## config.mk

```make
export PLATFORM = sky130hd
export DESIGN_NAME = pxs_sprite_ctrl
export DESIGN_NICKNAME = d
export VERILOG_FILES = /design/src/rtl/pxs_pkg.sv /design/src/rtl/pxs_obj_hit.sv /design/src/rtl/pxs_sprite_ctrl.sv
export SDC_FILE = /design/constraint.sdc
export NUM_CORES = 1
export LEC_CHECK = 0
export BUFFER_PORTS_ARGS = -buffer_cell sky130_fd_sc_hd__buf_2
export CAP_MARGIN = 20
export CORE_MARGIN = 3
export CORE_UTILIZATION = 45
export CTS_BUF_LIST = sky130_fd_sc_hd__clkbuf_4
export DETAILED_ROUTE_END_ITERATION = 8
export PLACE_DENSITY = 0.66
export SLEW_MARGIN = 30
export SYNTH_ARGS = -nofsm -noshare
export SYNTH_HDL_FRONTEND = slang
export SYNTH_SLANG_ARGS = --single-unit
```

## constraint.sdc

```tcl
create_clock -name px_clk -period 4.51 [get_ports px_clk]
set_input_delay 0 -clock px_clk [delete_from_list [all_inputs] [get_ports px_clk]]
set_output_delay 0 -clock px_clk [all_outputs]
set_load 0.05 [all_outputs]
```

## src/rtl/pxs_pkg.sv

```systemverilog
// Shared definitions for the sprite controller: stream layout, object record, FSM states.
package pxs_pkg;

    localparam int unsigned STREAM_W = 26;
    localparam int unsigned COORD_W  = 10;
    localparam int unsigned RGB_W    = 3;

    localparam int unsigned RGB_HI = 25;
    localparam int unsigned RGB_LO = 23;
    localparam int unsigned X_HI   = 22;
    localparam int unsigned X_LO   = 13;
    localparam int unsigned Y_HI   = 12;
    localparam int unsigned Y_LO   = 3;
    localparam int unsigned HS_BIT = 2;
    localparam int unsigned VS_BIT = 1;
    localparam int unsigned AV_BIT = 0;

    localparam logic [RGB_W-1:0] BLACK = '0;
    localparam logic [RGB_W-1:0] WHITE = '1;

    typedef struct packed {
        logic [COORD_W-1:0] x;
        logic [COORD_W-1:0] y;
        logic [COORD_W-1:0] w;
        logic [COORD_W-1:0] h;
        logic [RGB_W-1:0]   rgb;
        logic               en;
    } obj_t;

    typedef enum logic [1:0] {
        ST_IDLE,
        ST_PENDING,
        ST_COMMIT
    } state_t;

endpackage

```

## src/rtl/pxs_obj_hit.sv

```systemverilog
// Single-slot rectangle hit test; 11-bit end compare so x+w past 1023 never wraps.
module pxs_obj_hit
    import pxs_pkg::*;
(
    input  logic [COORD_W-1:0] obj_x,
    input  logic [COORD_W-1:0] obj_y,
    input  logic [COORD_W-1:0] obj_w,
    input  logic [COORD_W-1:0] obj_h,
    input  logic               obj_en,
    input  logic [COORD_W-1:0] px_x,
    input  logic [COORD_W-1:0] px_y,
    input  logic               av,
    output logic               hit
);

    logic [COORD_W:0] x_end;
    logic [COORD_W:0] y_end;

    assign x_end = {1'b0, obj_x} + {1'b0, obj_w};
    assign y_end = {1'b0, obj_y} + {1'b0, obj_h};

    assign hit = obj_en & av
               & (px_x >= obj_x) & ({1'b0, px_x} < x_end)
               & (px_y >= obj_y) & ({1'b0, px_y} < y_end);

endmodule

```

## src/rtl/pxs_sprite_ctrl.sv

```systemverilog
// Sprite overlay on the VGA stream with tear-free shadow->active swap at VSync.
// Optional collision flags: define PXS_SPRITE_COLLISION_EN.
module pxs_sprite_ctrl
    import pxs_pkg::*;
#(
    parameter int unsigned NUM_OBJ   = 4,
    parameter logic        VSYNC_POL = 1'b0
) (
    input  logic                px_clk,
    input  logic                rst_n,
    input  logic [STREAM_W-1:0] VGA_SCA_RGB_Str_i,
    output logic [STREAM_W-1:0] VGA_SCA_RGB_Str_o,
    input  logic                cfg_valid,
    output logic                cfg_ready,
    input  logic [2:0]          cfg_idx,
    input  logic [COORD_W-1:0]  cfg_x,
    input  logic [COORD_W-1:0]  cfg_y,
    input  logic [COORD_W-1:0]  cfg_w,
    input  logic [COORD_W-1:0]  cfg_h,
    input  logic [RGB_W-1:0]    cfg_rgb,
    input  logic                cfg_en,
    input  logic                cfg_commit,
    output logic                commit_busy,
    output logic [15:0]         frame_cnt
`ifdef PXS_SPRITE_COLLISION_EN
    ,
    output logic [NUM_OBJ-1:0]  coll_flags
`endif
);

    state_t              state, state_d;
    obj_t                shadow [NUM_OBJ];
    obj_t                active [NUM_OBJ];
    obj_t                wr_obj;
    logic                vs_hist;
    logic                boundary;
    logic                wr_en;
    logic [NUM_OBJ-1:0]  hit_d, hit_s1;
    logic [STREAM_W-1:0] str_s1;
    logic                sel_hit;
    logic [RGB_W-1:0]    sel_rgb;

    assign boundary = (VGA_SCA_RGB_Str_i[VS_BIT] == VSYNC_POL) && (vs_hist != VSYNC_POL);
    assign wr_en    = cfg_valid && cfg_ready && (32'(cfg_idx) < NUM_OBJ);
    assign wr_obj   = '{x: cfg_x, y: cfg_y, w: cfg_w, h: cfg_h, rgb: cfg_rgb, en: cfg_en};

    always_comb begin
        state_d     = state;
        cfg_ready   = 1'b0;
        commit_busy = 1'b0;
        unique case (state)
            ST_IDLE: begin
                cfg_ready = 1'b1;
                if (cfg_commit) state_d = ST_PENDING;
            end
            ST_PENDING: begin
                commit_busy = 1'b1;
                if (boundary) state_d = ST_COMMIT;
            end
            ST_COMMIT: begin
                commit_busy = 1'b1;
                state_d     = ST_IDLE;
            end
            default: state_d = ST_IDLE;
        endcase
    end

    always_ff @(posedge px_clk or negedge rst_n) begin
        if (!rst_n) begin
            state     <= ST_IDLE;
            vs_hist   <= ~VSYNC_POL;
            frame_cnt <= '0;
            for (int unsigned i = 0; i < NUM_OBJ; i++) begin
                shadow[i] <= '0;
                active[i] <= '0;
            end
        end else begin
            state   <= state_d;
            vs_hist <= VGA_SCA_RGB_Str_i[VS_BIT];
            if (boundary) frame_cnt <= frame_cnt + 16'd1;
            for (int unsigned i = 0; i < NUM_OBJ; i++) begin
                if (wr_en && cfg_idx == 3'(i)) shadow[i] <= wr_obj;
                // Slots written in the commit-accept cycle are already in shadow here.
                if (state == ST_COMMIT) active[i] <= shadow[i];
            end
        end
    end

    for (genvar g = 0; g < NUM_OBJ; g++) begin : g_hit
        pxs_obj_hit u_hit (
            .obj_x  (active[g].x),
            .obj_y  (active[g].y),
            .obj_w  (active[g].w),
            .obj_h  (active[g].h),
            .obj_en (active[g].en),
            .px_x   (VGA_SCA_RGB_Str_i[X_HI:X_LO]),
            .px_y   (VGA_SCA_RGB_Str_i[Y_HI:Y_LO]),
            .av     (VGA_SCA_RGB_Str_i[AV_BIT]),
            .hit    (hit_d[g])
        );
    end

    always_comb begin
        sel_hit = 1'b0;
        sel_rgb = str_s1[RGB_HI:RGB_LO];
        for (int unsigned i = 0; i < NUM_OBJ; i++) begin
            if (hit_s1[i] && !sel_hit) begin
                sel_hit = 1'b1;
                sel_rgb = active[i].rgb;
            end
        end
    end

    always_ff @(posedge px_clk or negedge rst_n) begin
        if (!rst_n) begin
            str_s1            <= '0;
            hit_s1            <= '0;
            VGA_SCA_RGB_Str_o <= '0;
        end else begin
            str_s1            <= VGA_SCA_RGB_Str_i;
            hit_s1            <= hit_d;
            VGA_SCA_RGB_Str_o <= {sel_rgb, str_s1[X_HI:0]};
        end
    end

`ifdef PXS_SPRITE_COLLISION_EN
    logic [NUM_OBJ-1:0] coll_now, coll_acc;

    always_comb begin
        coll_now = '0;
        for (int unsigned i = 0; i < NUM_OBJ; i++)
            for (int unsigned j = 0; j < NUM_OBJ; j++)
                if (i != j && hit_s1[i] && hit_s1[j]) coll_now[i] = 1'b1;
    end

    always_ff @(posedge px_clk or negedge rst_n) begin
        if (!rst_n) begin
            coll_acc   <= '0;
            coll_flags <= '0;
        end else if (boundary) begin
            coll_flags <= coll_acc | coll_now;
            coll_acc   <= '0;
        end else begin
            coll_acc <= coll_acc | coll_now;
        end
    end
`endif

endmodule

```

# == Yosys cells after proc, flatten, opt, wreduce, memory -nomap -nowiden ==
# Index checks and enable logic that the tools add are counted.
# totals
out_inout_bits,44
ff_bits,427
in_bits,77
# classes
n_lt_le_gt_ge,17
n_reduce_logical,17
add_sub_neg,9
muxes,12
bitwise,21
n_eq_ne,7
# ops
operator,n
10-bit by 10-bit adder with 11-bit output,8
10-bit by 11-bit less-than comparator with 1-bit output,8
10-bit greater-or-equal comparator,8
1-bit AND,20
16-bit by 1-bit adder with 16-bit output (second input constant),1
3-bit two-way mux,4
1-bit logical AND,10
3-bit by 2-bit == test with 1-bit output (second input constant),2
1-bit two-way mux,5
2-bit two-way mux,2
2-bit inequality test (second input constant),2
2-bit case mux with 2 select lines,1
3-bit by 1-bit == test with 1-bit output (second input constant),1
1-bit logical NOT,3
3-bit logical NOT,1
3-bit less-than comparator (second input constant),1
2-bit by 1-bit == test with 1-bit output (second input constant),1
2-bit == test (second input constant),1
2-bit logical NOT,1
2-bit AND reduction,1
2-bit OR reduction,1
1-bit inverter,1

# == Longest topological paths before layout ==
# depth
ltp_word,10
depth_mapped,15
mapped_depth_nobuf,15

# == By module ==
# From an unflattened synthesis, not the netlist that was laid out.
# unflattened
cells_unflattened,1776
hier_area_um2,22110.0
# by_module_without_submodules
mod,instances,cells_each,area_per_inst_um2
pxs_sprite_ctrl,1,897,15456.1
pxs_obj_hit at g_hit[0].u_hit ...,3,219,1655.3
pxs_obj_hit at g_hit[3].u_hit,1,222,1687.9

# == Worst setup path after synthesis ==
# No wires, ideal clock.
# synth_path
path_kind,flip-flop to flip-flop
from,register active[24] (netlist name)
to,register hit_s1[3]
synth_period_minus_slack_ns,3.147
path_buffers,0
setup_ns,0.087
arrival_time_ns,3.060
path_slack_ns,1.363
stages_incl_launch_ff,14
required_time_ns,4.423
cell_sequence,dfrtp_1 ha_1 fa_1 a21oi_1 nor2b_1 or3_1 a21oi_2 a21oi_1 xnor2_1 ha_1 a2111oi_0 o211ai_1 and3_1 a211oi_2
# synth_via
elab_chain_cells,3
elab_cells_between_ends,5
# synth_rtl
item,line,rtl
from (decl),pxs_sprite_ctrl.sv:33,obj_t active [NUM_OBJ];
"from (signal, indexed assignment)",pxs_sprite_ctrl.sv:84,if (state == ST_COMMIT) active[i] <= shadow[i];
10-bit by 10-bit adder with 11-bit output / 10-bit greater-or-equal comparator (equally long branches),"pxs_obj_hit.sv:20, pxs_obj_hit.sv:24",
10-bit by 11-bit less-than comparator with 1-bit output / 1-bit AND (equally long branches),pxs_obj_hit.sv:24,"& (px_y >= obj_y) & ({1'b0, px_y} < y_end);"
1-bit AND *,pxs_obj_hit.sv:24,
net g_hit[3].u_hit.hit,pxs_obj_hit.sv:13,output logic hit
to (signal assigned),pxs_sprite_ctrl.sv:121,hit_s1 <= hit_d;
to (decl),pxs_sprite_ctrl.sv:38,"logic [NUM_OBJ-1:0] hit_d, hit_s1;"
# The timed path passes the listed nets; every way through them passes the cells marked *.
# A chain may end at the register's enable or synchronous reset.

# == Worst setup path in the final report ==
# layout_path
from,register active[68] (netlist name)
to,register hit_s1[2]
# layout_via
elab_chain_cells,3
elab_cells_between_ends,5
# layout_rtl
item,line
10-bit by 10-bit adder with 11-bit output / 10-bit greater-or-equal comparator (equally long branches),"pxs_obj_hit.sv:20, pxs_obj_hit.sv:24"
10-bit by 11-bit less-than comparator with 1-bit output / 1-bit AND (equally long branches),pxs_obj_hit.sv:24
1-bit AND *,pxs_obj_hit.sv:24
net g_hit[2].u_hit.hit,pxs_obj_hit.sv:13
# Marks and branches as above.

==> impl_metrics.csv <==
group,metric,value,unit
timing,min_period_over_period,78.42,%
global_routing,grt_max_degree,109,
clocking,clockBufferDepth,3,
floorplan,dieArea,0.05134,sq mm
global_routing,grt_pass1_wl,86650,um
worst_setup_path,path_class,"reg2reg",
final_layout,fin_util,54.61,%
final_layout,fillers,4108,
synth,synthesis.nets,2135,
clocking,cts_sinks,427,
route,drt-met1-wl,25110,um
route,wl_met3,2827,um
synth,syn_area_per_cell,12.08,sq um
placed_design,post-place-ws,1.024,ns
final_layout,layout_commonest_cell,"dfrtp_1",
route,vias,15550,
floorplan,die_w,226.6,um
floorplan,io_pins,121,
worst_setup_path,r2r_slack,0.97,ns
worst_setup_path,critPathMaxFanout,3,
synth,synth_seq_area_share,48.81,%
timing,setup_viol,0,
timing,hold_viol,0,
timing,max_freq,282.7,MHz
hold_path,worstHoldStart,"cfg_h[2]",
route,drtPass1Iterations,5,
final_layout,layout-drive-gt1-share,27.05,%
floorplan,fp.dieH,226.6,um
power_and_ir_drop,power.density,678.0,mW/mm^2
worst_setup_path,path_cells,"ha_1 -> fa_1 -> a21oi_1 -> nor2b_1 -> or3_1 -> a21oi_2 -> a21oi_1 -> xnor2_1 -> ha_1 -> a2111oi_0 -> o211ai_1 -> and3_1 -> a211oi_2",
worst_setup_path,crit_buf_inv,0,
global_routing,antenna_found_initial,6,
worst_setup_path,worstPathArrival,4.24,ns
global_routing,grt_pass1_vias,16230,
floorplan,start_util,45.67,%
route,ant_nets,0,
run,maxCapViolations,0,
synth,ys.flop_type,"dfrtp_1",
timing,fin_skew,0.06815,ns
clocking,cts_root_buf,"clkbuf_4",
clocking,clk_pin_slew_worst_paths,0.07,ns
power_and_ir_drop,peakVddDrop,234.5,uV
route,top_layer,"met5",
worst_setup_path,reg2reg_to,"hit_s1[2]$_DFF_PN0_",
power_and_ir_drop,p_leak,12.13,nW
route,wirelength,54220,um
final_layout,area_delta_synth_final,19.60,%
global_routing,grt.total_usage,21.82,%
hold_path,whs_path_depth,3,
timing,finalCriticalPeriod,3.537,ns
placed_design,globalplace.congestion,0.8317,
timing,fin_ws,0.9731,ns
placed_design,dp_hpwl,36190,um
synth,ys_ff_latch,427,
power_and_ir_drop,power.share.clock,18.4,%
synth,yosys.area.top_type,"dfrtp_1",
floorplan,rows,80,
synth,netlist_instances,1813,
power_and_ir_drop,p_sw,6.724,mW
worst_setup_path,r2r_cells,13,
route,routed-wl-met2,25020,um
clocking,cts_setup_buffers,0,
final_layout,layout_common_cells,"426 x dfrtp_1, 277 x mux2_2, 236 x ha_1",
final_layout,num-nets-final,2499,
clocking,htree_levels,3,
synth,synth.area.top_cells,"dfrtp_1 49%, mux2_2 14%, ha_1 14%, o21ai_0 2.9%, nand2_1 1.9%",
synth,yosysTopAreaCellShare,48.69,%
route,drc,0,
route,drt_iter0_markers,824,
global_routing,grt_overflow,0,
hold_path,hold_class,"in2reg",
power_and_ir_drop,p_int,11.03,mW
timing,setup_tns,0,ns
synth,yosysUniqueCellTypes,73,
synth,synth_edf_count,0,
power_and_ir_drop,totalPowerFinal,17.75,mW
timing,rsz0062_at_grt,"no",
timing,tightest_slew,0.7961,ns
power_and_ir_drop,switching_share,37.88,%
worst_setup_path,critical_path_required,5.21,ns
floorplan,core,0.04795,sq mm
placed_design,io_buffers,120,
clocking,cts_tree,"done",
power_and_ir_drop,comb_power_share,45.7,%
hold_path,worstHoldEndpoint,"shadow[94]$_DFFE_PN0P_",
power_and_ir_drop,seqPwrFrac,35.9,%
worst_setup_path,critPathTopFamily,"compound AO/OA/AOI/OAI gates",
route,via_per_inst,5.408,
worst_setup_path,r2r_start,"active[68]$_DFFE_PN0N_",
outcome,status,"complete, no violations",
synth,synth-async-reset-ratio,100.0,%
route,post_drt_wl_per_cell,18.85,um
timing,slew_headroom,46.93,%
synth,syn_area,0.02189,sq mm
clocking,numCtsBuffers,113,
timing,slew_viol_final,0,
worst_setup_path,slowest_stage,"a2111oi_0",
worst_setup_path,crit_path_end_kind,"register",
timing,whs,0.1220,ns
clocking,clk-insertion-delay-late,0.84,ns
worst_setup_path,max_stage_delay,0.56,ns
worst_setup_path,worst_setup_path_start_kind,"register",
synth,yosysWarnings,0,
==> synth_stat cells (9+ instances only) <==
library cell,number
nor2_1,59
clkbuf_1,19
nand2b_1,25
a21o_1,15
buf_2,13
o21ai_0,125
dfrtp_1,426
nand2_1,110
inv_1,94
o211ai_1,20
xor2_1,37
nor2b_1,11
o21a_1,21
ha_1,237
nor3_1,24
a211oi_1,22
mux2_2,277
a21oi_1,76
xnor2_1,32
nand3_1,13
a31oi_1,9
==> worst reg2reg max path, delay by kind of cell (launching register included) <==
family / cells / cell delay, ns
xor gates and xnor gates: 1 / 0.14
AOI/OAI and AO/OA: 6 / 1.36
and+or+nand+nor: 3 / 0.63
adders and majority gates: 3 / 0.91
DFF: 1 / 0.40
==> kinds of logic after synthesis <==
logic type	count (synthesis)	synth area share [%]
multiplexers	285	14.64
flip-flops	427	48.81
AND/OR/NAND/NOR	291	6.469
adder cells (fa/ha/maj)	245	14.28
XOR/XNOR	69	2.760
AO/OA/AOI/OAI	356	10.23
buffers and inverters	140	2.817
==> registers in the layout, summed over array words and instances (netlist names) <==
register,count
state,2
str_s1,26
vs_hist,1
VGA_SCA_RGB_Str_o,26
shadow,176
frame_cnt,16
hit_s1,4
active,176
==> cell type report <==
cell class | instances | area (sq um) | area share (%)
Antenna cell | 2 | 5.005 | 0.01911
Clock inverter | 41 | 206.4 | 0.7884
Multi-Input combinational cell | 1246 | 10600 | 40.50
Sequential cell | 427 | 10690 | 40.81
Tap cell | 615 | 769.5 | 2.939
Clock buffer | 156 | 1171 | 4.472
Timing Repair Buffer | 295 | 2390 | 9.127
Inverter | 94 | 352.8 | 1.347
==> power by group through the flow <==
| stage | clock, mW | combinational [mW] | sequential (mW) |
|---|---|---|---|
| after floorplan | 0 | 6.13 | 6.27 |
| after global placement | 0 | 7.62 | 6.36 |
| after detailed placement | 0 | 7.96 | 6.44 |
| after CTS | 3.39 | 8.14 | 6.38 |
| after global routing | 3.61 | 9.20 | 6.58 |
| final | 3.27 | 8.11 | 6.38 |
==> routing by layer <==
metal  global-route usage [%]  vias to the layer above
met5                        0                        -
met4                    8.291                        2
met3                    4.130                       83
met2                    34.42                      340
met1                    30.07                     7814
li1                         -                     7315
==> worst max-delay path by stage <==
stage	cells past startpoint	slack [ns]	to	from
finish	13	0.97	hit_s1[2]$_DFF_PN0_	active[68]$_DFFE_PN0N_
global route	13	0.71	hit_s1[2]$_DFF_PN0_	active[68]$_DFFE_PN0N_
CTS	13	0.97	hit_s1[2]$_DFF_PN0_	active[68]$_DFFE_PN0N_
detailed placement	13	1.02	hit_s1[2]$_DFF_PN0_	active[68]$_DFFE_PN0N_
global placement	13	1.10	hit_s1[3]$_DFF_PN0_	active[24]$_DFFE_PN0N_
floorplan	13	1.36	hit_s1[3]$_DFF_PN0_	active[24]$_DFFE_PN0N_
==> through the flow <==
stage               cell area [sq um]  instances
floorplan                       21890       1813
global placement                23170       2517
detailed placement              23170       2517
CTS                             26180       2874
global route                    26180       2875
finish                          26190       2876
==> what timing repair did <==
| action | in CTS | in global routing |
|---|---|---|
| endpoints found under the hold margin | 616 | 0 |
| resized for setup | 0 | 0 |
| hold buffers | 160 | 0 |
No activity file was read; power rests on OpenSTA's default activity.
